`config.mk`:
```
export PLATFORM = sky130hd
export DESIGN_NAME = inst_decode_stage
export DESIGN_NICKNAME = d
export VERILOG_FILES = /design/src/rtl/decode_pkg.sv /design/src/rtl/inst_decode_stage_imm_gen.sv /design/src/rtl/inst_decode_stage.sv
export SDC_FILE = /design/constraint.sdc
export NUM_CORES = 1
export LEC_CHECK = 0
export BUFFER_PORTS_ARGS = -buffer_cell sky130_fd_sc_hd__buf_2
export CAP_MARGIN = 40
export CORE_MARGIN = 4
export CORE_UTILIZATION = 59
export DETAILED_ROUTE_END_ITERATION = 10
export PLACE_DENSITY = 0.88
export SLEW_MARGIN = 5
export SYNTH_ARGS = -nofsm -noshare
export SYNTH_HDL_FRONTEND = slang
export SYNTH_SLANG_ARGS = --single-unit
export TNS_END_PERCENT = 10
```
`constraint.sdc`:
```
create_clock -name clk -period 3 [get_ports clk]
set_input_delay 0 -clock clk [delete_from_list [all_inputs] [get_ports clk]]
set_output_delay 0 -clock clk [all_outputs]
set_load 0.005 [all_outputs]
```
`src/rtl/decode_pkg.sv`:
```
// Shared definitions for the instruction-decode stage.
//   - Base RV opcode constants recognised by the decoder.
//   - fmt_e: instruction format classification (R/I/S/B/U/J).
//   - decoded_t: one decoded instruction as held in the stage buffers.
//     imm is kept as the 32-bit sign-extended RV immediate; the top level
//     widens it to XLEN on output. pc is held at the widest supported tag
//     width and narrowed to PC_W on output.
package decode_pkg;

  localparam logic [6:0] OP_LUI    = 7'b0110111;
  localparam logic [6:0] OP_AUIPC  = 7'b0010111;
  localparam logic [6:0] OP_JAL    = 7'b1101111;
  localparam logic [6:0] OP_JALR   = 7'b1100111;
  localparam logic [6:0] OP_BRANCH = 7'b1100011;
  localparam logic [6:0] OP_LOAD   = 7'b0000011;
  localparam logic [6:0] OP_STORE  = 7'b0100011;
  localparam logic [6:0] OP_IMM    = 7'b0010011;
  localparam logic [6:0] OP_REG    = 7'b0110011;
  localparam logic [6:0] OP_SYSTEM = 7'b1110011;

  localparam int PC_MAX_W = 64;

  typedef enum logic [2:0] {
    FMT_R = 3'd0,
    FMT_I = 3'd1,
    FMT_S = 3'd2,
    FMT_B = 3'd3,
    FMT_U = 3'd4,
    FMT_J = 3'd5
  } fmt_e;

  typedef struct packed {
    logic [6:0]          funct7;
    logic [4:0]          rs2;
    logic [4:0]          rs1;
    logic [2:0]          funct3;
    logic [4:0]          rd;
    logic [6:0]          opcode;
    fmt_e                fmt;
    logic [31:0]         imm;
    logic                illegal;
    logic [PC_MAX_W-1:0] pc;
  } decoded_t;

endpackage

```
`src/rtl/inst_decode_stage_imm_gen.sv`:
```
// imm_gen: purely combinational format classifier and immediate generator.
//   inst    in  32  raw instruction word
//   fmt     out     format classification (FMT_R for unknown opcodes)
//   imm     out 32  sign-extended immediate (0 for R format and illegal)
//   illegal out 1   opcode not supported or inst[1:0] != 2'b11
module imm_gen
  import decode_pkg::*;
(
  input  logic [31:0] inst,
  output fmt_e        fmt,
  output logic [31:0] imm,
  output logic        illegal
);

  always_comb begin
    fmt     = FMT_R;
    illegal = 1'b0;
    case (inst[6:0])
      OP_LUI, OP_AUIPC:                   fmt = FMT_U;
      OP_JAL:                             fmt = FMT_J;
      OP_JALR, OP_LOAD, OP_IMM, OP_SYSTEM: fmt = FMT_I;
      OP_BRANCH:                          fmt = FMT_B;
      OP_STORE:                           fmt = FMT_S;
      OP_REG:                             fmt = FMT_R;
      default:                            illegal = 1'b1;
    endcase
    // Compressed/non-32-bit encodings are never legal here, even if the
    // opcode table were extended later.
    if (inst[1:0] != 2'b11) begin
      illegal = 1'b1;
      fmt     = FMT_R;
    end
  end

  // Illegal words fall back to FMT_R, so they get imm = 0 automatically.
  always_comb begin
    imm = '0;
    case (fmt)
      FMT_I:   imm = {{20{inst[31]}}, inst[31:20]};
      FMT_S:   imm = {{20{inst[31]}}, inst[31:25], inst[11:7]};
      FMT_B:   imm = {{19{inst[31]}}, inst[31], inst[7], inst[30:25], inst[11:8], 1'b0};
      FMT_U:   imm = {inst[31:12], 12'b0};
      FMT_J:   imm = {{11{inst[31]}}, inst[31], inst[19:12], inst[20], inst[30:21], 1'b0};
      default: imm = '0;
    endcase
  end

endmodule

```
`src/rtl/inst_decode_stage.sv`:
```
// inst_decode_stage: registered RV32/RV64 decode front end with a 2-entry
// skid buffer (main entry M drives the outputs, skid entry S catches the
// instruction fetch sends while M is stalled).
//   clk, reset           clock, synchronous active-high reset
//   flush                discard both held entries (redirect)
//   in_valid/in_ready    fetch handshake; in_inst, in_pc
//   out_valid/out_ready  downstream handshake; out_pc
//   opcode/rd/funct3/rs1/rs2/funct7  raw instruction slices
//   fmt, imm, illegal    classification, XLEN sign-extended immediate
//
// Handshake: a transfer happens on a rising edge where valid and ready are
// both high; valid never waits on ready, and a producer holds its payload
// stable until the transfer. in_ready is !S_full straight from a register,
// so it has no combinational path from out_ready.
module inst_decode_stage
  import decode_pkg::*;
#(
  parameter int XLEN = 32,
  parameter int PC_W = 32
) (
  input  logic            clk,
  input  logic            reset,
  input  logic            flush,
  input  logic            in_valid,
  output logic            in_ready,
  input  logic [31:0]     in_inst,
  input  logic [PC_W-1:0] in_pc,
  output logic            out_valid,
  input  logic            out_ready,
  output logic [PC_W-1:0] out_pc,
  output logic [6:0]      opcode,
  output logic [4:0]      rd,
  output logic [2:0]      funct3,
  output logic [4:0]      rs1,
  output logic [4:0]      rs2,
  output logic [6:0]      funct7,
  output logic [2:0]      fmt,
  output logic [XLEN-1:0] imm,
  output logic            illegal
);

  fmt_e        dec_fmt;
  logic [31:0] dec_imm;
  logic        dec_illegal;
  decoded_t    dec;

  decoded_t m_q, s_q;
  logic     m_valid, s_valid;
  logic     push, pop;

  imm_gen u_imm_gen (
    .inst    (in_inst),
    .fmt     (dec_fmt),
    .imm     (dec_imm),
    .illegal (dec_illegal)
  );

  always_comb begin
    dec         = '0;
    dec.funct7  = in_inst[31:25];
    dec.rs2     = in_inst[24:20];
    dec.rs1     = in_inst[19:15];
    dec.funct3  = in_inst[14:12];
    dec.rd      = in_inst[11:7];
    dec.opcode  = in_inst[6:0];
    dec.fmt     = dec_fmt;
    dec.imm     = dec_imm;
    dec.illegal = dec_illegal;
    dec.pc      = PC_MAX_W'(in_pc);
  end

  assign push = in_valid & in_ready;
  assign pop  = out_valid & out_ready;

  // Invariant: S is only ever full while M is full, so !m_valid implies
  // S is empty and M can be loaded directly.
  always_ff @(posedge clk) begin
    if (reset) begin
      m_q     <= '0;
      s_q     <= '0;
      m_valid <= 1'b0;
      s_valid <= 1'b0;
    end else if (flush) begin
      m_valid <= 1'b0;
      s_valid <= 1'b0;
    end else if (!m_valid) begin
      if (push) begin
        m_q     <= dec;
        m_valid <= 1'b1;
      end
    end else if (pop) begin
      if (s_valid) begin
        // in_ready was low, so nothing new arrives this cycle.
        m_q     <= s_q;
        s_valid <= 1'b0;
      end else if (push) begin
        m_q <= dec;
      end else begin
        m_valid <= 1'b0;
      end
    end else if (push) begin
      s_q     <= dec;
      s_valid <= 1'b1;
    end
  end

  assign in_ready  = !s_valid;
  assign out_valid = m_valid;
  assign out_pc    = m_q.pc[PC_W-1:0];
  assign opcode    = m_q.opcode;
  assign rd        = m_q.rd;
  assign funct3    = m_q.funct3;
  assign rs1       = m_q.rs1;
  assign rs2       = m_q.rs2;
  assign funct7    = m_q.funct7;
  assign fmt       = m_q.fmt;
  assign imm       = XLEN'($signed(m_q.imm));
  assign illegal   = m_q.illegal;

endmodule

```
Yosys cells after proc, flatten, opt, wreduce, memory -nomap -nowiden

Cells that the tools add are included.

Add/subtract/negate cells: 0
Multipliers: 0
Divide/modulo/power cells: 0
$lt $le $gt $ge: 0
Equal/unequal tests: 17
Shifts and indexed selects: 0
Multiplexer cells: 15
Bitwise operators: 4
Reductions and logical operators: 9

Operators with widths:

| kind                                                  | count |
|---|---|
| two-way mux 132 bit                                   | 4 |
| case mux 32 bit (5 select lines)                      | 1 |
| equality test 7 bit, second input constant            | 4 |
| equality test 7 x 6 -> 1 bit, second input constant   | 3 |
| case mux 3 bit (5 select lines)                       | 1 |
| equality test 7 x 5 -> 1 bit, second input constant   | 2 |
| OR reduction 10 bit                                   | 1 |
| two-way mux 1 bit                                     | 8 |
| equality test 7 x 2 -> 1 bit, second input constant   | 1 |
| equality test 3 x 2 -> 1 bit, second input constant   | 2 |
| equality test 3 bit, second input constant            | 2 |
| AND reduction 2 bit                                   | 2 |
| AND reduction 4 bit                                   | 1 |
| OR reduction 2 bit                                    | 2 |
| OR reduction 4 bit                                    | 1 |
| equality test 3 x 1 -> 1 bit, second input constant   | 1 |
| two-way mux 3 bit                                     | 1 |
| AND 1 bit                                             | 2 |
| inequality test 2 x 1 -> 1 bit, second input constant | 1 |
| inequality test 2 bit, second input constant          | 1 |
| inverter 1 bit                                        | 2 |
| nonzero test 2 bit                                    | 1 |
| zero test 1 bit                                       | 1 |

Bits in registers: 234
Bits in latches: 0
Memory bits (writable): 0
ROM bits: 0
Input bits: 69
Output and inout port bits: 102
Word-level logic and storage cells: 67
Memories kept: 0

Depth between registers and ports, before layout

Gate-level depths: netlist (run 1).

Depth in word-level cells: 10
Mapped depth: 9
Mapped depth without buffers: 5

Cells and area by module

A second synthesis (run 1) with hierarchy kept.

Cell total of the unflattened synthesis: 1,223
Area total of the unflattened synthesis: 10,491.3 µm²

Modules (own cells, without submodules):

| module            | instances | cells an instance | area an instance (µm²) |
|---|---|---|---|
| inst_decode_stage | 1         | 1,147             | 9,878.2 |
| imm_gen           | 1         | 76                | 613.1 |

Worst setup path after synthesis (run 1)

No wires, ideal clock.

Kind: register -> register
From: reg m_valid (netlist: out_valid)
To: reg m_q (netlist bit imm[11])
Data arrival time: 1.471 ns
Data required time: 2.851 ns
Path slack: 1.380 ns
Stages on the path, launching flop included: 9
Path buffers: 3
Clock period less this slack: 1.620 ns
Cells stage by stage: dfxtp_1 -> nor2b_1 -> nor2_2 -> and2_1 -> buf_2 -> buf_6 -> buf_4 -> o21ai_0 -> a31oi_1

Word-level cells in the longest chain between the ends: 3
Elaborated cells between the ends (all ways): 4
Those cells by class: eq/ne: 1; mux: 1; bitwise: 1; reduce/logical: 1

RTL lines:

| item                                     | RTL line                | text |
|---|---|---|
| from (decl)                              | inst_decode_stage.sv:48 | `logic m_valid, s_valid;` |
| from (signal assigned)                   | inst_decode_stage.sv:81 | `m_valid <= 1'b0;` |
| from (signal assigned)                   | inst_decode_stage.sv:84 | `m_valid <= 1'b0;` |
| from (signal assigned)                   | inst_decode_stage.sv:89 | `m_valid <= 1'b1;` |
| AND 1 bit                                | inst_decode_stage.sv:73 | `assign pop = out_valid & out_ready;` |
| inequality test 2 x 1 -> 1 bit (no line) | --                      |  |
| AND reduction 2 bit (no line)            | --                      |  |
| to (signal assigned)                     | inst_decode_stage.sv:94 | `m_q <= s_q;` |
| to (decl)                                | inst_decode_stage.sv:47 | `decoded_t m_q, s_q;` |

Parallel ways exist; a longest one is shown, timed or not.
A chain may end at the register's enable or synchronous reset.

Worst setup path after layout (run 1)

From: reg m_valid (netlist: out_valid)
To: reg m_q (netlist bit imm[9])

Same word-level chain as after synthesis.

==> results of run 1 <==
[flip-flops by register name, summed over array words and instances (netlist names)]
register	cells
out_pc	32
rs1	5
s_q	100
illegal	1
out_valid	1
funct3	3
rs2	5
s_valid	1
imm	32
funct7	7
fmt	3
rd	5
opcode	7
[critical path, stage by stage (launching register included)]
cell and delay [ns]:
dfxtp_1 0.39, nor2b_1 0.22, nor2_4 0.10, buf_4 0.28, and2_2 0.21, buf_4 0.42, nor2_1 0.08, a2111oi_1 0.40
[routing by layer]
layer  global-route usage (%)  vias to the layer above  routed length (um)
met5                        0                        -                   0
met4                    12.30                        0                 983
met3                    4.288                       79                2019
met2                    49.39                      421               11840
met1                    38.44                     3902                9643
li1                         -                     3936                   -
[placed cells by master, fill, tap and decap left out, types with 21 or more instances in the layout]
master         Yosys  routed
clkbuf_16          0      21
o31ai_1           24      24
a21oi_1           88      88
a211oi_1          88      88
o22ai_1           91      91
dfxtp_1          202     202
dlygate4sd3_1      0      68
nand2_1          196     195
nor2_1           112     112
buf_2             30     169
[worst max-delay path by stage]
stage                               startpoint                   end  cells past startpoint
after floorplan           out_valid$_SDFF_PP0_  imm[11]$_SDFFE_PP0P_                      8
after global placement    out_valid$_SDFF_PP0_   imm[9]$_SDFFE_PP0P_                      7
after detailed placement  out_valid$_SDFF_PP0_   imm[9]$_SDFFE_PP0P_                      7
after CTS                 out_valid$_SDFF_PP0_   imm[7]$_SDFFE_PP0P_                      7
after global routing      out_valid$_SDFF_PP0_   imm[9]$_SDFFE_PP0P_                      7
final                     out_valid$_SDFF_PP0_   imm[9]$_SDFFE_PP0P_                      7
[stage by stage]
| step | setup WS, ns | area [um2] |
|---|---|---|
| 3_5_place_dp | 0.8019 | 9079 |
| 4_1_cts | 0.7648 | 10410 |
| 2_1_floorplan | 1.380 | 8262 |
| 3_3_place_gp | 0.9129 | 9044 |
| 5_1_grt | 0.5568 | 10410 |
| 6_report | 0.7604 | 10410 |
[cells by family (layout without fill, tap and decap cells)]
| group | after synthesis | after routing | synth area share, % |
|---|---|---|---|
| XOR/XNOR | 1 | 1 | 0.1060 |
| other | 0 | 2 | 0 |
| AND/OR/NAND/NOR | 347 | 347 | 17.40 |
| buffers and inverters | 108 | 304 | 6.088 |
| AO/OA/AOI/OAI | 339 | 339 | 27.46 |
| flip-flops | 202 | 202 | 48.95 |
[layout make-up]
cell class	instances	area share (%)
sequential	202	38.83
multi-input combinational	687	35.89
timing repair buffer	258	16.52
clock buffer	33	6.056
tap	176	2.115
inverter	10	0.3604
clock inverter	3	0.1802
antenna	2	0.04806
[power groups by stage]
stage	Sequential [W]	Combinational (W)	Clock, W
2_1_floorplan	0.00290	0.000324	0
3_3_place_gp	0.00290	0.000553	0
3_5_place_dp	0.00290	0.000565	0
4_1_cts	0.00284	0.000637	0.00247
5_1_grt	0.00285	0.000709	0.00258
6_report	0.00285	0.000648	0.00245
==> flow_summary.ini, run 1 <==
[drt]
detail_route.wl_per_cell_um = 17.86
drt_iter0_drc = 960
drt_pass1_iterations = 5
vias = 8338
drtAntennaViolNets = 0
remaining_drc_errors = 0
vias_per_cell = 6.082
wl_um = 24490

[setup_path]
crit_path_end_kind = register
r2r_setup_slack_ns = 0.76
path_class = register to register
reg2regPathDepth = 7
r2r-end = imm[9]$_SDFFE_PP0P_
r2r_start = out_valid$_SDFF_PP0_
cp_max_fo = 46
cp.arrival_ns = 2.60
cp_data_required_time_ns = 3.36
cp-start-kind = register

[logic_synthesis]
synth_top_area_share_pct = 48.95
synth_cell_types = 47
yosys_warnings = 0
syn-num-nets = 1066
async_reset_ff_share_pct = 0
synth_area_um2 = 8262
synth.avg_cell_area_um2 = 8.287
yosysSeqAreaShare_pct = 48.95
synth_flop_cell = dfxtp_1
synth_commonest_cells = 202 x dfxtp_1, 196 x nand2_1, 112 x nor2_1, 91 x o22ai_1
synth_area_leader_cell = dfxtp_1
synthCells = 997
yosysMostFrequentCell = dfxtp_1
synth_edf_count = 0
synth_seq_cells = 202
synth.area.top_cells = dfxtp_1 49%, nand2_1 8.9%, a211oi_1 8.0%, o22ai_1 6.9%, a21oi_1 5.3%

[final_layout]
final_cells = 1371
syn2layout_area_growth_pct = 26.05
multiInputGateArea_um2 = 3737
register_area_um2 = 4044
n_fill_cell = 965
drive_gt1_share_pct = 20.20
final_util_pct = 77.41
final_nets = 1249

[cts]
htree_levels = 1
clk_pin_slew_worst_paths_ns = 0.06
hold_buffers = 68
root_buffer = clkbuf_16
clk_latency_ns = 0.49
cts_buffers = 21
clkSinkCount = 202
cts_setup_buffers = 0
ctsResizeCount = 0
cts_buffer_depth = 3
cts_tree = yes

[floorplan]
die_h_um = 126.3
rows = 42
chipWidth_um = 126.3
ios = 171
die_area_um2 = 15960
core_area_um2 = 13450
initial_core_util_pct = 61.41

[place]
gp_congestion = 0.8635
place_inst = 1265
port_buffers = 170
dp_hpwl_um = 14420

[pwr]
power.switching_w = 0.001446
totalPowerFinal_w = 0.005945
pwr-share-comb_pct = 10.9
clkPwrFrac_pct = 41.2
p_per_area_nw_per_um2 = 570.9
p_leak_nw = 4.016
internal-power_w = 0.004499
seq_power_share_pct = 47.9
netSwitchingFraction_pct = 24.32
ir_drop_uv = 456.0

[global_route]
antenna_found_initial = 0
grt_max_degree = 113
grt_first_pass_wirelength_um = 39850
grt_remaining_overflow = 0
grt_pass1_vias = 7921
track_usage_pct = 29.51

[sta]
finalCriticalPeriod_ns = 2.240
skew_ns = 0.007149
max_slew_margin_pct = 41.69
clock.fmax_mhz = 446.5
setup_viol = 0
hold_viol_final = 0
worst_pin_slew_ns = 0.8746
rsz0062_at_grt = no
whs_ns = 0.04467
drv_slew = 0
final.period_utilization_pct = 74.65
tns_ns = 0

[worst_hold_path]
worstHoldEndpoint = s_q[13]$_SDFFE_PP0P_
worstHoldPathCells = 2
hp-class = input pin to register
hold_path.startpoint = reset

[run_status]
status = finished clean

[run]
drv_cap = 0
No activity file was read; power rests on OpenSTA's default activity.
==> inputs of run 2 (changes only) <==
--- a/config.mk
+++ b/config.mk
@@ -8,9 +8,9 @@
 export BUFFER_PORTS_ARGS = -buffer_cell sky130_fd_sc_hd__buf_2
 export CAP_MARGIN = 40
 export CORE_MARGIN = 4
-export CORE_UTILIZATION = 59
+export CORE_UTILIZATION = 49
 export DETAILED_ROUTE_END_ITERATION = 10
-export PLACE_DENSITY = 0.88
+export PLACE_DENSITY = 0.78
 export SLEW_MARGIN = 5
 export SYNTH_ARGS = -nofsm -noshare
 export SYNTH_HDL_FRONTEND = slang
==> constraint.sdc (replaced) <==
create_clock -name clk -period 1.95 [get_ports clk]
set_input_delay 0 -clock clk [delete_from_list [all_inputs] [get_ports clk]]
set_output_delay 0 -clock clk [all_outputs]
set_load 0.005 [all_outputs]
==> flow_summary.ini, run 2 (synthesis gave the netlist of run 1 again) <==
[run_status]
status = finished clean

[global_route]
track_usage_pct = 24.91
grt_pass1_vias = 7667
grt_max_degree = 92
antenna_found_initial = 0
grt_remaining_overflow = 0
grt_first_pass_wirelength_um = 38650

[cts]
clk_latency_ns = 0.51
clkSinkCount = 202
cts_buffer_depth = 3
cts_tree = yes
clk_pin_slew_worst_paths_ns = 0.06
htree_levels = 1
root_buffer = clkbuf_16
cts_setup_buffers = 0
cts_buffers = 22

[drt]
remaining_drc_errors = 0
wl_um = 24570
vias = 8188
drtAntennaViolNets = 0
vias_per_cell = 5.754
drt_iter0_drc = 579
detail_route.wl_per_cell_um = 17.26
drt_pass1_iterations = 5

[sta]
rsz0062_at_grt = no
whs_ns = 0.3148
setup_viol = 0
finalCriticalPeriod_ns = 1.851
drv_slew = 0
tns_ns = 0
skew_ns = 0.02259
final.period_utilization_pct = 94.90
clock.fmax_mhz = 540.4
worst_pin_slew_ns = 0.9471
hold_viol_final = 0
max_slew_margin_pct = 36.51

[final_layout]
drive_gt1_share_pct = 21.11
final_util_pct = 64.53
final_cell_mix = 202 x dfxtp_1, 195 x nand2_1, 169 x buf_2
final_cells = 1423
final_nets = 1258
top_register = s_q
diodes = 0
largest_register_ffs = 100
syn2layout_area_growth_pct = 29.08
final_common_cell = dfxtp_1

[setup_path]
crit_path_end_kind = register
path_class = register to register
cpPeakStageDelay_ns = 0.46
cp.arrival_ns = 2.25
cp-start-kind = register
path_buf_inv = 2
cp_data_required_time_ns = 2.34
cp_slowest_cell = dfxtp_1
critPathTopFamily = buffers and inverters
cp_max_fo = 26
crit_chain = nand2b_4 > buf_6 > buf_4 > o22ai_1 > a211oi_1

[floorplan]
rows = 47
die_area_um2 = 19000
die_h_um = 137.9
chipWidth_um = 137.9
initial_core_util_pct = 50.00
ios = 171
core_area_um2 = 16520

[pwr]
ir_drop_uv = 749.3
p_per_area_nw_per_um2 = 893.6
p_leak_nw = 4.110

[place]
place_inst = 1317
gp_congestion = 0.8351
port_buffers = 170
dp_hpwl_um = 14910

[run]
drv_cap = 0

[worst_hold_path]
hp-class = input pin to register
[run 2: worst register-to-register path, cell delays in order, from the launching register on]
cell and delay (ns):
dfxtp_1 0.46, nand2b_4 0.25, buf_6 0.27, buf_4 0.35
o22ai_1 0.16, a211oi_1 0.27
[run 2: final cells by class]
cell class / count / area (um2)
fillers: 1367 / 5861
flip-flops and latches: 202 / 4044
multi-input cells: 687 / 3750
repair buffers: 266 / 1831
clock buffers: 33 / 673.1
well taps: 220 / 275.3
clock inverters: 5 / 53.80
inverters: 10 / 37.54
[run 2: final timing paths]
path	startpoint	to	slack (ns)	cells after the start
setup / recovery	s_valid$_SDFFE_PP0P_	funct7[2]$_SDFFE_PP0P_	0.1	5
hold / removal	in_pc[27]	s_q[27]$_SDFFE_PP0P_	0.31	4
hold reg to reg	s_q[7]$_SDFFE_PP0P_	s_q[7]$_SDFFE_PP0P_	0.45	2
setup reg to reg	s_valid$_SDFFE_PP0P_	funct7[2]$_SDFFE_PP0P_	0.1	5
[run 2: metal layers]
layer	vias to the layer above	track usage (%)	part of all wire, %
met1	3841	32.70	41
met5	-	0	0
met2	314	40.97	48
li1	3959	-	-
met4	0	10.15	3.7
met3	74	4.100	7.1
[run 2: what timing repair did]
item / in CTS / in global routing
hold endpoints to repair: 189 / 0
pin swaps: 0 / 1
endpoints found under the setup margin: 4 / 88
resized for setup: 1 / 4
hold buffers: 68 / 0
[run 2: power by group]
part / switching, W / internal (W)
clock network: 0.00163 / 0.00251
registers: 0.0000924 / 0.00428
logic: 0.000569 / 0.000451
[run 2: stage by stage]
step	total power, W	cell area [um2]	setup WS, ns
global route	0.009884	10660	0.001376
finish	0.009530	10660	0.09936
global placement	0.005347	9240	0.07080
detailed placement	0.005363	9240	-0.01059
floorplan	0.004960	8262	0.3302
CTS	0.009576	10650	0.01739
==> inputs of run 3 (changes only) <==
--- a/config.mk
+++ b/config.mk
@@ -8,9 +8,9 @@
 export BUFFER_PORTS_ARGS = -buffer_cell sky130_fd_sc_hd__buf_2
 export CAP_MARGIN = 40
 export CORE_MARGIN = 4
-export CORE_UTILIZATION = 49
+export CORE_UTILIZATION = 40
 export DETAILED_ROUTE_END_ITERATION = 10
-export PLACE_DENSITY = 0.78
+export PLACE_DENSITY = 0.67
 export SLEW_MARGIN = 5
 export SYNTH_ARGS = -nofsm -noshare
 export SYNTH_HDL_FRONTEND = slang
==> flow_summary.ini, run 3 (synthesis gave the netlist of run 1 again) <==
[run_status]
status = finished clean

[sta]
finalCriticalPeriod_ns = 1.946
max_slew_margin_pct = 39.17
hold_viol_final = 0
rsz0062_at_grt = yes
drv_slew = 0
final.period_utilization_pct = 99.78
skew_ns = 0.006682
setup_viol = 0
tns_ns = 0
worst_pin_slew_ns = 0.9074
clock.fmax_mhz = 513.9

[floorplan]
die_area_um2 = 23020
initial_core_util_pct = 40.70
die_h_um = 151.7
ios = 171
core_area_um2 = 20300
chipWidth_um = 151.7
rows = 52

[drt]
vias_per_cell = 5.521
drt_pass1_iterations = 5
vias = 8238
wl_met1_um = 11350
dr_wl_met3_um = 1748
detail_route.wl_per_cell_um = 17.65
wl_um = 26340
drt_iter0_drc = 701
drtAntennaViolNets = 0
remaining_drc_errors = 0
met2_length_um = 12530
topRoutingLayerUsed = met4

[pwr]
pwr-share-comb_pct = 10.6
internal-power_w = 0.007403
p_leak_nw = 4.260
netSwitchingFraction_pct = 24.24
p_per_area_nw_per_um2 = 891.8
power.switching_w = 0.002368
totalPowerFinal_w = 0.009772
ir_drop_uv = 567.8
clkPwrFrac_pct = 44.6
seq_power_share_pct = 44.8

[global_route]
grt_remaining_overflow = 0
grt_pass1_vias = 7687
grt_max_degree = 92
track_usage_pct = 21.70
grt_first_pass_wirelength_um = 40720
antenna_found_initial = 0

[run]
drv_cap = 0

[setup_path]
crit_path_end_kind = register
cp_max_fo = 38
cp_data_required_time_ns = 2.33
cp-start-kind = register
path_class = register to register
cpPeakStageDelay_ns = 0.58
cp_slowest_cell = dlygate4sd3_1
path_buf_inv = 2
critPathTopFamily = buffers and inverters
cp.arrival_ns = 2.33
crit_chain = nand2b_4 > or3_4 > buf_16 > nand2_1 > a21oi_1 > dlygate4sd3_1

[cts]
root_buffer = clkbuf_16
cts_buffers = 23
cts_buffer_depth = 3
cts_tree = yes
clkSinkCount = 202
clk_latency_ns = 0.50
clk_pin_slew_worst_paths_ns = 0.06
htree_levels = 1

[final_layout]
diodes = 0
final_nets = 1276
final_common_cell = dfxtp_1
largest_register_ffs = 100
drive_gt1_share_pct = 22.26
multiInputGateArea_um2 = 3750
register_area_um2 = 4045
syn2layout_area_growth_pct = 32.62
n_fill_cell = 1896
stdcell_area_um2 = 10960
final_cell_mix = 201 x dfxtp_1, 195 x nand2_1, 169 x buf_2
top_register = s_q

[place]
port_buffers = 170
dp_hpwl_um = 15540
gp_congestion = 0.8263
post_dp_cell_area_um2 = 9323

[worst_hold_path]
hp-class = input pin to register
-- run 3: path summary, 6_finish.rpt --
kind	slack, ns	start	endpoint	cells after the start
hold / removal	0.30	in_pc[23]	s_q[23]$_SDFFE_PP0P_	4
setup / recovery	0.004	s_valid$_SDFFE_PP0P_	s_q[117]$_SDFFE_PP0P_	6
setup reg to reg	0.004	s_valid$_SDFFE_PP0P_	s_q[117]$_SDFFE_PP0P_	6
hold reg to reg	0.45	s_q[25]$_SDFFE_PP0P_	s_q[25]$_SDFFE_PP0P_	2
-- run 3: stage by stage --
step	setup slack [ns]	std cells	util, %	hold WS [ns]
2_1_floorplan	0.3302	997	-	0.1162
3_3_place_gp	0.1476	1368	45.93	0.2536
3_5_place_dp	0.1015	1368	45.93	0.2600
4_1_cts	0.02758	1479	53.21	0.2867
5_1_grt	-0.05939	1492	53.98	0.3043
6_report	0.004223	1492	53.98	0.2986
-- run 3: worst min-delay path, stage by stage --
cell	delay, ns
dlygate4sd3_1	0.53
buf_2	0.12
nand2_1	0.05
a21oi_1	0.05
-- run 3: area by class of cell --
type	count	share of cell area, %
clock buffers	33	6.144
clock inverters	7	0.8565
inverters	10	0.3426
multi-input cells	687	34.22
flip-flops and latches	202	36.92
well taps	270	3.083
repair buffers	283	18.43
-- run 3: power groups by stage --
| stage | sequential [W] | clock, W | combinational (W) |
|---|---|---|---|
| after global placement | 0.00447 | 0 | 0.000901 |
| final | 0.00438 | 0.00435 | 0.00104 |
| after floorplan | 0.00446 | 0 | 0.000499 |
| after detailed placement | 0.00447 | 0 | 0.000914 |
| after CTS | 0.00438 | 0.00444 | 0.00103 |
| after global routing | 0.00439 | 0.00459 | 0.00115 |
-- run 3: timing repair --
item,4_1_cts,5_1_grt
gates resized for setup,0,6
setup endpoints to repair,0,20
hold endpoints to repair,190,0
hold buffers,71,0
setup buffers,0,11
-- run 3: routing by layer --
layer,global-route usage [%],vias up
li1,-,4004
met1,29.31,3878
met2,35.44,303
met3,3.688,53
met4,7.008,0
met5,0,-
